### src/rtl/tone_mapping_pwl.sv
// Piecewise-linear tone mapping curve shared by CH_NUM parallel channels.
// The curve is held in two knot banks: software writes the shadow bank, and
// the datapath reads the active bank. A commit request copies shadow to active
// on the next line start. Three-stage pipeline: lookup, multiply, add/clip.
module tone_mapping_pwl #(
  parameter int unsigned CIW      = 15,
  parameter int unsigned COW      = 13,
  parameter int unsigned CH_NUM   = 3,
  parameter int unsigned SEG_SFT  = 10,
  localparam int unsigned KNOT_NUM = (1 << (CIW - SEG_SFT)) + 1,
  localparam int unsigned AW       = $clog2(KNOT_NUM)
) (
  input  logic                    clk,
  input  logic                    rst_n,
  input  logic [CH_NUM*CIW-1:0]   i_data,
  input  logic                    i_hstr,
  input  logic                    i_href,
  input  logic                    i_hend,
  input  logic                    i_bypass,
  input  logic                    i_lut_wr,
  input  logic [AW-1:0]           i_lut_addr,
  input  logic [COW-1:0]          i_lut_wdata,
  input  logic                    i_lut_commit,
  output logic [CH_NUM*COW-1:0]   o_data,
  output logic                    o_hstr,
  output logic                    o_href,
  output logic                    o_hend,
  output logic                    o_commit_pend
);

  localparam int unsigned DW      = COW + 1;            // signed knot difference
  localparam int unsigned PW      = DW + SEG_SFT + 1;   // signed product
  localparam int unsigned MaxKnot = (1 << COW) - 1;
  localparam logic signed [PW-1:0] RndC = PW'(1 << (SEG_SFT - 1));
  localparam logic signed [PW-1:0] MaxY = PW'(MaxKnot);

  localparam logic [0:0] StIdle = 1'b0;
  localparam logic [0:0] StPend = 1'b1;

  // Identity ramp used as the reset curve.
  function automatic logic [COW-1:0] ident_knot(input int unsigned k);
    int unsigned v;
    v = (k << SEG_SFT) >> (CIW - COW);
    if (v > MaxKnot) ident_knot = '1;
    else             ident_knot = v[COW-1:0];
  endfunction

  logic [0:0]     state_q, state_d;
  logic [COW-1:0] shadow_q [KNOT_NUM];
  logic [COW-1:0] shadow_d [KNOT_NUM];
  logic [COW-1:0] active_q [KNOT_NUM];
  logic [COW-1:0] active_d [KNOT_NUM];
  logic [COW-1:0] lut_view [KNOT_NUM];
  logic           swap;

  logic [COW-1:0]          s1_y0_q   [CH_NUM];
  logic [COW-1:0]          s1_y0_d   [CH_NUM];
  logic signed [DW-1:0]    s1_diff_q [CH_NUM];
  logic signed [DW-1:0]    s1_diff_d [CH_NUM];
  logic [SEG_SFT-1:0]      s1_frac_q [CH_NUM];
  logic [SEG_SFT-1:0]      s1_frac_d [CH_NUM];
  logic [COW-1:0]          s1_bx_q   [CH_NUM];
  logic [COW-1:0]          s1_bx_d   [CH_NUM];
  logic [COW-1:0]          s2_y0_q   [CH_NUM];
  logic [COW-1:0]          s2_y0_d   [CH_NUM];
  logic signed [PW-1:0]    s2_prod_q [CH_NUM];
  logic signed [PW-1:0]    s2_prod_d [CH_NUM];
  logic [COW-1:0]          s2_bx_q   [CH_NUM];
  logic [COW-1:0]          s2_bx_d   [CH_NUM];
  logic [COW-1:0]          s3_y_q    [CH_NUM];
  logic [COW-1:0]          s3_y_d    [CH_NUM];
  logic                    s1_bp_q, s2_bp_q;
  logic [2:0]              hstr_q, hstr_d, href_q, href_d, hend_q, hend_d;

  assign swap = (state_q == StPend) && i_hstr;

  // Shadow write, commit FSM and bank copy. On the swap cycle the lookup reads
  // the post-write shadow so the line-start sample already sees the new curve.
  always_comb begin
    state_d = state_q;
    for (int unsigned k = 0; k < KNOT_NUM; k++) begin
      shadow_d[k] = shadow_q[k];
      if (i_lut_wr && (i_lut_addr == AW'(k))) shadow_d[k] = i_lut_wdata;
      active_d[k] = swap ? shadow_d[k] : active_q[k];
      lut_view[k] = swap ? shadow_d[k] : active_q[k];
    end
    unique case (state_q)
      StIdle:  if (i_lut_commit) state_d = StPend;
      StPend:  if (i_hstr)       state_d = StIdle;
      default: state_d = StIdle;
    endcase
  end

  // Knot banks and FSM state; reset restores the identity curve.
  always_ff @(posedge clk) begin
    if (!rst_n) begin
      state_q <= StIdle;
      for (int unsigned k = 0; k < KNOT_NUM; k++) begin
        shadow_q[k] <= ident_knot(k);
        active_q[k] <= ident_knot(k);
      end
    end else begin
      state_q <= state_d;
      for (int unsigned k = 0; k < KNOT_NUM; k++) begin
        shadow_q[k] <= shadow_d[k];
        active_q[k] <= active_d[k];
      end
    end
  end

  // Per-channel datapath next-state for all three stages.
  always_comb begin
    logic [CIW-1:0]       x;
    logic [AW-1:0]        idx0, idx1;
    logic signed [PW-1:0] d_ext, f_ext, sh, sum;
    x = '0; idx0 = '0; idx1 = '0; d_ext = '0; f_ext = '0; sh = '0; sum = '0;
    for (int unsigned c = 0; c < CH_NUM; c++) begin
      // Stage 1: segment lookup.
      x            = i_data[c*CIW +: CIW];
      idx0         = AW'(x[CIW-1:SEG_SFT]);
      idx1         = idx0 + AW'(1);
      s1_y0_d[c]   = lut_view[idx0];
      s1_diff_d[c] = $signed({1'b0, lut_view[idx1]}) - $signed({1'b0, lut_view[idx0]});
      s1_frac_d[c] = x[SEG_SFT-1:0];
      s1_bx_d[c]   = x[CIW-1 -: COW];
      // Stage 2: slope times fraction.
      d_ext        = PW'(s1_diff_q[c]);
      f_ext        = $signed(PW'({1'b0, s1_frac_q[c]}));
      s2_prod_d[c] = d_ext * f_ext;
      s2_y0_d[c]   = s1_y0_q[c];
      s2_bx_d[c]   = s1_bx_q[c];
      // Stage 3: round, add base knot, clip to the output range.
      sh  = (s2_prod_q[c] + RndC) >>> SEG_SFT;
      sum = $signed(PW'(s2_y0_q[c])) + sh;
      if (s2_bp_q)           s3_y_d[c] = s2_bx_q[c];
      else if (sum < 0)      s3_y_d[c] = '0;
      else if (sum > MaxY)   s3_y_d[c] = '1;
      else                   s3_y_d[c] = sum[COW-1:0];
    end
    hstr_d = {hstr_q[1:0], i_hstr};
    href_d = {href_q[1:0], i_href};
    hend_d = {hend_q[1:0], i_hend};
  end

  // Pipeline registers and sync-control delay line.
  always_ff @(posedge clk) begin
    if (!rst_n) begin
      s1_bp_q <= 1'b0;
      s2_bp_q <= 1'b0;
      hstr_q  <= '0;
      href_q  <= '0;
      hend_q  <= '0;
      for (int unsigned c = 0; c < CH_NUM; c++) begin
        s1_y0_q[c]   <= '0;
        s1_diff_q[c] <= '0;
        s1_frac_q[c] <= '0;
        s1_bx_q[c]   <= '0;
        s2_y0_q[c]   <= '0;
        s2_prod_q[c] <= '0;
        s2_bx_q[c]   <= '0;
        s3_y_q[c]    <= '0;
      end
    end else begin
      s1_bp_q <= i_bypass;
      s2_bp_q <= s1_bp_q;
      hstr_q  <= hstr_d;
      href_q  <= href_d;
      hend_q  <= hend_d;
      for (int unsigned c = 0; c < CH_NUM; c++) begin
        s1_y0_q[c]   <= s1_y0_d[c];
        s1_diff_q[c] <= s1_diff_d[c];
        s1_frac_q[c] <= s1_frac_d[c];
        s1_bx_q[c]   <= s1_bx_d[c];
        s2_y0_q[c]   <= s2_y0_d[c];
        s2_prod_q[c] <= s2_prod_d[c];
        s2_bx_q[c]   <= s2_bx_d[c];
        s3_y_q[c]    <= s3_y_d[c];
      end
    end
  end

  // Output packing.
  always_comb begin
    o_data = '0;
    for (int unsigned c = 0; c < CH_NUM; c++) o_data[c*COW +: COW] = s3_y_q[c];
  end

  assign o_hstr        = hstr_q[2];
  assign o_href        = href_q[2];
  assign o_hend        = hend_q[2];
  assign o_commit_pend = (state_q == StPend);

endmodule
### config.mk
export PLATFORM = sky130hd
export DESIGN_NAME = tone_mapping_pwl
export DESIGN_NICKNAME = d
export VERILOG_FILES = /design/src/rtl/tone_mapping_pwl.sv
export SDC_FILE = /design/constraint.sdc
export NUM_CORES = 2
export LEC_CHECK = 0
export CORE_MARGIN = 1
export CORE_UTILIZATION = 30
export DETAILED_ROUTE_END_ITERATION = 10
export DONT_BUFFER_PORTS = 1
export GPL_ROUTABILITY_DRIVEN = 1
export PLACE_DENSITY_LB_ADDON = 0.3
export RECOVER_POWER = 100
export SLEW_MARGIN = 40
export SYNTH_ARGS = -nofsm -noshare
export SYNTH_HDL_FRONTEND = slang
export SYNTH_SLANG_ARGS = --single-unit
### constraint.sdc
create_clock -name clk -period 15.09 [get_ports clk]
set_input_delay 4.527 -clock clk [delete_from_list [all_inputs] [get_ports clk]]
set_output_delay 4.527 -clock clk [all_outputs]
set_load 0.01 [all_outputs]
==> impl_metrics.json <==
{
  "max_freq_mhz": 79.6,
  "grt_pass1_vias": 77100,
  "io_buffers": 0,
  "synth_compound_area_share_pct": 18.9,
  "reg2reg_to": "s1_diff_q[0][26]",
  "ys_seq_area_share_pct": 29.0,
  "clk_latency_ps": 880,
  "synth_cell_type_count": 102,
  "clock_path_buffers": 4,
  "maxSlewViolCount": 1159,
  "p_sw_w": 0.00469,
  "post_cts_buffers": 0,
  "power_frac_seq_pct": 30.8,
  "p_per_area_mw_per_mm2": 126,
  "total_power_w": 0.0115,
  "worst_ep_arrival_time_ps": 13270,
  "muxShareOfSynthArea_pct": 10.9,
  "syn_inst": 9434,
  "synth_area_leader_cell": "dfxtp_1",
  "synth_top_family_by_area": "simple AND/OR/NAND/NOR gates",
  "clkSlewWorstSetupHoldPaths_ps": 60,
  "num-nets-final": 10100,
  "num_vias": 82000,
  "synth.cell_area_sq_mm": 0.0802,
  "switching_share_pct": 40.6,
  "area_delta_synth_final_pct": 14.0,
  "syn_avg_cell_area_sq_um": 8.50,
  "slew_headroom_pct": -352,
  "fillCellCount": 27500,
  "reg2reg_slack_ps": 5710,
  "grt_max_degree": 526,
  "timing.final.ws_setup_ps": 2520,
  "r2r_start": "o_commit_pend",
  "synth_async_sr_flop_share_pct": 0,
  "pwr-share-comb_pct": 38.2,
  "first_iter_violations": 10700,
  "dr.pass1.iters": 11,
  "grtUsageTotal_pct": 41.2,
  "synth.yosys.warnings": 0,
  "antenna_left": 0,
  "cts-hold-fix-buffers": 0,
  "synth_most_common_cell": "dfxtp_1",
  "row_count": 189,
  "hold_depth": 2,
  "antenna_found_initial": 117,
  "core_sq_mm": 0.266,
  "peakVddDrop_mv": 0.0756,
  "route.detailed.drc": 60,
  "tritoncts": "done",
  "crit_fanout": 22,
  "hp-start": "s2_bx_q[0][26]",
  "path_class": "in -> reg",
  "io_pins": 115,
  "fp.dieW_um": 519,
  "place.gp.congestion": 1.07,
  "rsz0062_at_grt": "no",
  "min_path_type": "reg -> reg",
  "grt_pass1_wl_mm": 744,
  "post-place-ws_ps": 4050,
  "placedCellCount": 12700,
  "synthTopCellsByArea": "dfxtp_1 (29%), fa_1 (9.7%), mux4_2 (5.4%)",
  "p_int_w": 0.00686,
  "worstSetupEndpointType": "flop",
  "reg2reg_depth": 14,
  "drive_gt1_share_pct": 13.0,
  "synth_edf_count": 0,
  "fin_setup_tns_ps": 0,
  "dieHeight_um": 519,
  "yosys.area_share.simple_pct": 19.3,
  "min_to": "s3_y_q[0][26]",
  "status": "finished, violations left",
  "violations": "design-rule violations, max-capacitance violations, max-slew violations",
  "hold_viol": 0,
  "htreeDepth": 4,
  "finalCritPeriodShare_pct": 83.3,
  "place_hpwl_mm": 412,
  "wl_mm": 571,
  "synthAdderAreaFrac_pct": 13.6,
  "ys_seq_elements": 1161,
  "cts_buffers": 147,
  "wl_per_cell_um": 43.7,
  "synthXorXnorAreaFrac_pct": 1.79,
  "period_needed_ps": 12570,
  "setup_viol": 0,
  "routed_via_density": 6.28,
  "clkPwrFrac_pct": 31.0,
  "stdcell_count": 13100,
  "syn_nets": 10100,
  "cts_root_buf": "clkbuf_16",
  "cts_sinks": 1161,
  "synthTopCellsByCount": "dfxtp_1 (1161), nand2_1 (953), nor2_1 (928)",
  "synth_top_area_share_pct": 29.0,
  "leakage_nw": 36.0,
  "worstPathRequired_ps": 15790,
  "synth_ff_type": "dfxtp_1",
  "post_cts_resized": 0,
  "fin_skew_ps": 74.1,
  "maxCapViolCount": 38,
  "worstMarginPinSlew_ps": 6780,
  "die_area_sq_mm": 0.269,
  "grt-ovfl-total": 0,
  "start_util_pct": 30.2,
  "cp-start-kind": "primary input"
}
==> worst max-delay path: stages <==
cell       delay, ps
nand2_1           50
clkbuf_1        1260
clkbuf_1        1400
nor3_2            60
clkbuf_1         580
mux2i_1          280
a21oi_1          200
clkbuf_1         530
mux4_2           380
a21oi_1          110
a311oi_2         580
o221ai_1         410
ha_1             390
nor2b_1          120
o21ai_0          560
a21oi_1          190
o21ai_0          210
nand2b_1         270
a21o_1           300
a211oi_1         350
nor3_1           100
a2111oi_0        350
==> power by group through the flow <==
stage	Clock, W	Combinational, W	Sequential, W
after global routing	0.00374	0.00476	0.00358
after CTS	0.00363	0.00432	0.00356
after global placement	0	0.00426	0.00362
after floorplan	0	0.00284	0.00342
final	0.00358	0.00442	0.00356
after detailed placement	0	0.00429	0.00362
==> per-layer routing <==
metal / global-route usage, % / part of all wire [%] / routed length (um)
met4: 29.6 / 8.6 / 49100
met3: 12.1 / 10 / 58100
met2: 60.4 / 42 / 237000
met1: 51.3 / 40 / 226000
met5: 0 / 0.064 / 363
==> cell usage in the layout (no fill, tap or decap), types with 33 or more instances in the layout <==
master	Yosys	layout
a31oi_2	1	54
xor2_1	48	45
o31ai_1	118	118
clkbuf_16	0	148
nand2b_1	55	50
a22o_1	47	47
nor2_1	928	884
and2_0	1	130
a31oi_1	199	141
or2_2	68	68
a211oi_1	48	45
fa_1	390	390
a21o_1	86	85
o221ai_1	68	69
buf_4	13	423
a21oi_1	505	488
mux2_2	37	33
a221oi_1	116	114
clkbuf_1	532	122
o21a_1	64	64
inv_1	573	567
nand4_1	137	137
dfxtp_1	1161	1159
and3_1	48	48
nand2_1	953	939
nand3_1	168	160
a22oi_1	153	153
nor3_1	107	103
mux4_2	193	193
diode_2	0	71
ha_1	249	247
mux2i_1	399	393
o22ai_1	165	165
xnor2_1	116	106
and2_1	622	490
o21ai_0	326	309
o21ai_1	39	46
o211ai_1	65	65
==> sequential cells by signal, summed over array words and instances (netlist names) <==
name           count
s1_bx_q           16
s1_frac_q         29
s2_bp_q            1
s2_prod_q         48
hend_q             3
active_q         429
o_commit_pend      1
s2_y0_q           39
s1_bp_q            1
hstr_q             3
shadow_q         429
s2_bx_q           39
href_q             3
s1_y0_q           39
s3_y_q            39
s1_diff_q         42
==> through the flow <==
step                instance area [sq um]  hold slack (ps)  utilization (%)
finish                              91400              422             34.4
global route                        91300              442             34.4
CTS                                 91700              423             34.5
detailed placement                  87000              418             32.7
global placement                    86400              413             32.5
floorplan                           80200              412                -
==> cell families (layout without fill, tap and decap cells) <==
| kind of cell | count (synthesis) | after routing |
|---|---|---|
| AND/OR/NAND/NOR | 3243 | 3243 |
| AO/OA/AOI/OAI | 2269 | 2269 |
| buffers and inverters | 1329 | 1355 |
| flip-flops | 1161 | 1161 |
| adder cells (fa/ha/maj) | 639 | 639 |
| multiplexers | 629 | 629 |
| XOR/XNOR | 164 | 164 |
| other | 0 | 71 |
==> worst max path at each step <==
stage                   from               end
2_1_floorplan  i_lut_addr[3]  s1_diff_q[0][26]
3_3_place_gp   i_lut_addr[4]  s1_diff_q[0][11]
3_5_place_dp   i_lut_addr[4]  s1_diff_q[0][41]
4_1_cts        i_lut_addr[4]  s1_diff_q[0][41]
5_1_grt        i_lut_addr[0]  s1_diff_q[0][41]
6_report       i_lut_addr[0]  s1_diff_q[0][41]
==> area by class of cell <==
cell class	instances	area (sq um)	share of cell area, %
Tap cell	3533	4420	4.84
Clock buffer	199	4090	4.47
Clock inverter	49	617	0.675
Timing Repair Buffer	527	3750	4.10
Inverter	580	2190	2.39
Antenna cell	71	178	0.194
Multi-Input combinational cell	6944	52900	57.9
Sequential cell	1161	23200	25.4
(Power assumes the default switching activity.)
